## config.mk

```make
export PLATFORM = sky130hd
export DESIGN_NAME = shift_register
export DESIGN_NICKNAME = d
export VERILOG_FILES = /design/src/rtl/shift_register.sv
export SDC_FILE = /design/constraint.sdc
export NUM_CORES = 1
export LEC_CHECK = 0
export CORE_ASPECT_RATIO = 0.75
export CORE_MARGIN = 3
export CORE_UTILIZATION = 44
export CTS_CLUSTER_DIAMETER = 30
export DETAILED_ROUTE_END_ITERATION = 10
export HOLD_SLACK_MARGIN = 0.08
export PLACE_DENSITY = 0.85
export RECOVER_POWER = 25
export SLEW_MARGIN = 20
export SYNTH_ARGS = -nofsm -noshare
export SYNTH_HDL_FRONTEND = slang
export SYNTH_SLANG_ARGS = --single-unit
```

## constraint.sdc

```tcl
create_clock -name clk -period 1.6 [get_ports clk]
set_input_delay 0.32 -clock clk [delete_from_list [all_inputs] [get_ports clk]]
set_output_delay 0.32 -clock clk [all_outputs]
set_load 0.1 [all_outputs]
```

## src/rtl/shift_register.sv

```systemverilog
// Serial-in, parallel-out shift register with a level-sensitive dump into a
// held output word, a saturating fill counter and a one-cycle dump strobe.
module shift_register #(
  parameter int               WIDTH       = 12,
  parameter logic [WIDTH-1:0] RESET_VALUE = '0,
  localparam int              CW          = $clog2(WIDTH + 1)
) (
  input  logic             clk,
  input  logic             reset,
  input  logic             data_in,
  input  logic             ShiftDump,
  output logic [WIDTH-1:0] q,
  output logic [WIDTH-1:0] data_out,
  output logic             dump_valid,
  output logic [CW-1:0]    bit_count,
  output logic             full
);

  localparam logic [CW-1:0] COUNT_MAX = CW'(WIDTH);

  logic [WIDTH-1:0] q_q, q_d;
  logic [WIDTH-1:0] data_out_q, data_out_d;
  logic             dump_valid_q, dump_valid_d;
  logic [CW-1:0]    bit_count_q, bit_count_d;

  always_comb begin
    q_d          = {q_q[WIDTH-2:0], data_in};
    data_out_d   = data_out_q;
    dump_valid_d = ShiftDump;
    bit_count_d  = bit_count_q;
    if (ShiftDump) begin
      // Dump captures the pre-edge contents; the bit entering on this same
      // edge starts the new count.
      data_out_d  = q_q;
      bit_count_d = CW'(1);
    end else if (bit_count_q != COUNT_MAX) begin
      bit_count_d = bit_count_q + CW'(1);
    end
  end

  always_ff @(posedge clk or negedge reset) begin
    if (!reset) begin
      q_q          <= RESET_VALUE;
      data_out_q   <= RESET_VALUE;
      dump_valid_q <= 1'b0;
      bit_count_q  <= '0;
    end else begin
      q_q          <= q_d;
      data_out_q   <= data_out_d;
      dump_valid_q <= dump_valid_d;
      bit_count_q  <= bit_count_d;
    end
  end

  assign q          = q_q;
  assign data_out   = data_out_q;
  assign dump_valid = dump_valid_q;
  assign bit_count  = bit_count_q;
  assign full       = (bit_count_q == COUNT_MAX);

endmodule

```

# Word-level counts from Yosys, hierarchy flattened
# Cells that the tools add are included.
# classes
n_reduce_logical,1
eq_ne,2
n_mux,2
addsub,1
# ops
op,n
two-way mux 4 bit,2
"adder 4 x 1 -> 4 bit, second input constant",1
"== test 4 bit, second input constant",1
"!= test 4 bit, second input constant",1
nonzero test 2 bit,1
# word_totals
inputBits,4
output_inout_bits,30
reg_bits,29

# Longest topological paths before layout
# logic_depth
ltp_word,3
mapped_depth,5
mapped_depth_nobuf,4

# Worst setup path after synthesis
# Ideal clock, no wire load.
# synth_timing
path_type,reg-to-reg
from,"register bit_count_q[0], in the netlist bit_count[0]"
to,"register bit_count_q[0], in the netlist bit_count[0]"
t_required_ns,1.455
path_buffers,1
t_arrival_ns,1.957
path_stages_with_launch,6
setup_slack_ns,-0.502
cell_sequence,dfrtp_1 -> inv_1 -> ha_1 -> and3_1 -> buf_2 -> mux2i_1
# synth_via
elab_chain_cells,3
word_cells_on_any_way,5
cone_classes,add/sub: 1; eq/ne: 1; mux: 2; reduce/logical: 1
# synth_rtl
element,line,source
from (decl),24,"logic [CW-1:0] bit_count_q, bit_count_d;"
from (signal assigned),51,bit_count_q <= bit_count_d;
adder 4 x 1 -> 4 bit,37,bit_count_d = bit_count_q + CW'(1);
two-way mux 4 bit,36,end else if (bit_count_q != COUNT_MAX) begin
two-way mux 4 bit,31,if (ShiftDump) begin
# Parallel ways exist; a longest one is shown, timed or not. The select of a mux whose other input is x is not followed.
# A chain may end at the register's enable or synchronous reset.

# Worst setup path after layout
# layout_timing
from,"register bit_count_q[0], in the netlist bit_count[0]"
to,output port full
# layout_via
elab_chain_cells,1
# layout_rtl
element,line,source
== test 4 bit,59,assign full = (bit_count_q == COUNT_MAX);
to (decl),16,output logic full
# Every way passes these cells.

==> run summary <==
Pint - 1.298 mW
Drt total wl - 2153 um
Result of the run - finished, violations left
Hold WC Path Type - reg -> reg
Share of power burned in combinational logic - 37.8%
Most area-hungry cell type in the Yosys netlist - dfrtp_1
Total of hold buffers inserted after clock tree synthesis - 0
CTS Root Buffer Type - clkbuf_4
Min cycle time layout - 1.757 ns
Leak pwr - 0.8200 nW
Share of the cycle needed by the critical path after routing - 109.8%
Post-synthesis instance area - 1056 sq um
Post-synth EDFFs - 0
Weighted congestion reported at the end of routability-driven placement - 0.6197
Leading post-synthesis cells by cell area - dfrtp_1, mux2_4, mux2_2
Nets - 109
Count of clock tree sinks - 29
Avg Inst Size Synth - 17.03 sq um
Full die area - 3030 sq um
Synthesized Nets - 68
Grt total ovfl - 0
Maximum number of pins on one net before global-route repair - 30
Critical path launch point type - flip-flop
Final number of max-transition violations - 0
Clock power share - 21.4%
Worst slew margin - 55.48%
Delay of the slowest critical-path stage - 0.50 ns
Crit path arrival time - 1.44 ns
Count of port buffers added during placement - 33
Final core area utilization - 85.13%
Async set-reset flop share out of synthesis - 100.0%
Sequential cell fraction of total power - 40.9%
Worst slack at placement - 0.05488 ns
Inserted Diodes - 0
Global-route wire length before repair - 3850 um
Initial core utilization - 49.41%
Post-DP HPWL - 1482 um
Via count normalized by instance count - 4.757
Type of the worst setup path - reg -> out
Smallest setup slack after layout - -0.1572 ns
Die height - 48.43 um
Number of buffers added by the clock tree synthesis step - 5
Top cells by count, synth - dfrtp_1, mux2_4, mux2_2
Drt first pass iters - 3
Most common cell in the synthesized netlist - dfrtp_1
Net switching fraction of the power - 38.52%
Data required time of the critical path - 1.28 ns
Clock input transition at the sequential cells of the worst setup and hold paths - 0.09 ns
Clock latency on the worst-skew pair - 0.32 ns
Critical Path Slowest Stage Cell - dfrtp_4
Crit path capture type - output pin
Total number of vias - 647
Antenna violations before repair - 0
Distinct cell type count of the synthesized netlist - 18
Unrepaired setup endpoints after global routing - yes
Die boundary width - 62.57 um
Worst clock skew - 0.002987 ns
Gate count after technology mapping - 62
GR Util All Layers - 17.35%
Power per cell area - 1160 nW/um^2
Syn. warnings - 0
Maximum achievable frequency - 569.1 MHz
Area of the core - 2137 sq um
Antenna-violating nets left - 0
Clock buffer depth - 2
Ys flop type - dfrtp_1
Area share of the leading cell type in the synthesized netlist - 68.72%
TritonCTS clock tree - done
Share of post-route cells with drive strength above 1 - 60.58%
Clock H-tree levels - 2
Worst hold margin - 0.4599 ns
CP Max Fanout - 3
Boundary pin count - 34
Area growth syn-to-layout - 72.27%
Sequential area share after synthesis - 68.72%
Std cell rows - 14
Worst-case vdd ir drop - 0.7856 mV
Violations in the final reports - negative setup slack
Number of DRC markers after the initial detailed-route iteration - 16
Cell breakdown of the critical path - inv_4 -> ha_4 -> and3_4 -> buf_12
Filler Cell Count - 108
Hold Violations, Final - 0
Net switching component of the power - 0.8132 mW
Number of maximum-capacitance constraint violations - 0
Number of register bits inferred by synthesis - 29
Number of global-route vias before repair - 761
Average detailed-routed wire length per instance - 15.83 um
Residual DRC count - 0
Final Setup Violations - 1
Transition at the pin with the smallest max-transition slack - 0.6678 ns
==> layer usage <==
layer | vias up | part of all wire, % | global-route usage (%)
met1 | 317 | 40 | 19.35
met3 | 7 | 9.8 | 10.19
li1 | 291 | - | -
met2 | 32 | 48 | 27.08
met5 | - | 0 | 0
met4 | 0 | 1.9 | 7.326
==> critical path, delay by kind of cell (launching register included) <==
kind                     cells  cell delay [ns]
adder cells (fa/ha/maj)      1             0.13
buffers and inverters        2             0.25
flip-flops                   1             0.50
AND/OR/NAND/NOR              1             0.23
==> logic make-up after synthesis <==
kind of cell	share of synthesized area, %
buffers and inverters	4.147
DFF	68.72
adders and majority gates	2.369
and+or+nand+nor	4.976
muxes	17.18
AOI/OAI and AO/OA	2.607
==> state kept, by name, summed over array words and instances, names as in the netlist <==
signal and count:
bit_count 4, data_out 12, dump_valid 1, q 12
==> worst paths after layout <==
| check | from | to | slack [ns] | cells after the start |
|---|---|---|---|---|
| max | bit_count[0]$_DFFE_PN0P_ | full | -0.16 | 4 |
| min | q[6]$_DFF_PN0_ | q[7]$_DFF_PN0_ | 0.46 | 0 |
| max reg2reg | bit_count[0]$_DFFE_PN0P_ | bit_count[2]$_DFFE_PN0P_ | 0.35 | 4 |
| min reg2reg | q[6]$_DFF_PN0_ | q[7]$_DFF_PN0_ | 0.46 | 0 |
| max in group asynchronous | reset | bit_count[1]$_DFFE_PN0P_ | 0.55 | 2 |
| min in group asynchronous | reset | q[10]$_DFF_PN0_ | 0.55 | 2 |
==> placed cells by master (no fill, tap or decap), drive strengths merged <==
cell and count:
nor2 1, and3 2, and2b 1, nand2b 2
clkbuf 9, buf 33, ha 2, nand2 1
o21bai 1, dlygate4sd3 3, a31oi 2, nor2b 1
mux2 12, inv 2, mux2i 2, a211oi 1
dfrtp 29
==> power groups by stage <==
stage / combinational, mW / sequential, mW / clock [mW]
2_1_floorplan: 0.0835 / 1.26 / 0
3_3_place_gp: 0.766 / 0.881 / 0
3_5_place_dp: 0.778 / 0.883 / 0
4_1_cts: 0.805 / 0.862 / 0.467
5_1_grt: 0.822 / 0.872 / 0.505
6_report: 0.797 / 0.862 / 0.451
==> through the flow <==
step / total power, mW / cells / setup TNS, ns / cell area, sq um
floorplan: 1.340 / 62 / 0 / 1086
global placement: 1.646 / 126 / 0 / 1733
detailed placement: 1.661 / 126 / 0 / 1733
CTS: 2.134 / 136 / -0.1664 / 1822
global route: 2.199 / 136 / -0.2221 / 1819
finish: 2.111 / 136 / -0.1572 / 1819
==> final cells by class <==
cell class	count	area, sq um	share of cell area (%)
well taps	32	40.04	2.201
multi-input cells	28	304.0	16.71
clock buffers	8	58.81	3.232
flip-flops and latches	29	735.7	40.44
repair buffers	37	670.6	36.86
inverters	2	10.01	0.5502
==> what timing repair did <==
| action | 4_1_cts | 5_1_grt |
|---|---|---|
| pin swaps | 1 | 0 |
| endpoints found under the setup margin | 1 | 1 |
| setup buffers | 2 | 0 |
| hold endpoints to repair | 0 | 0 |
| gates resized for setup | 5 | 0 |
No activity file was read; power rests on OpenSTA's default activity.
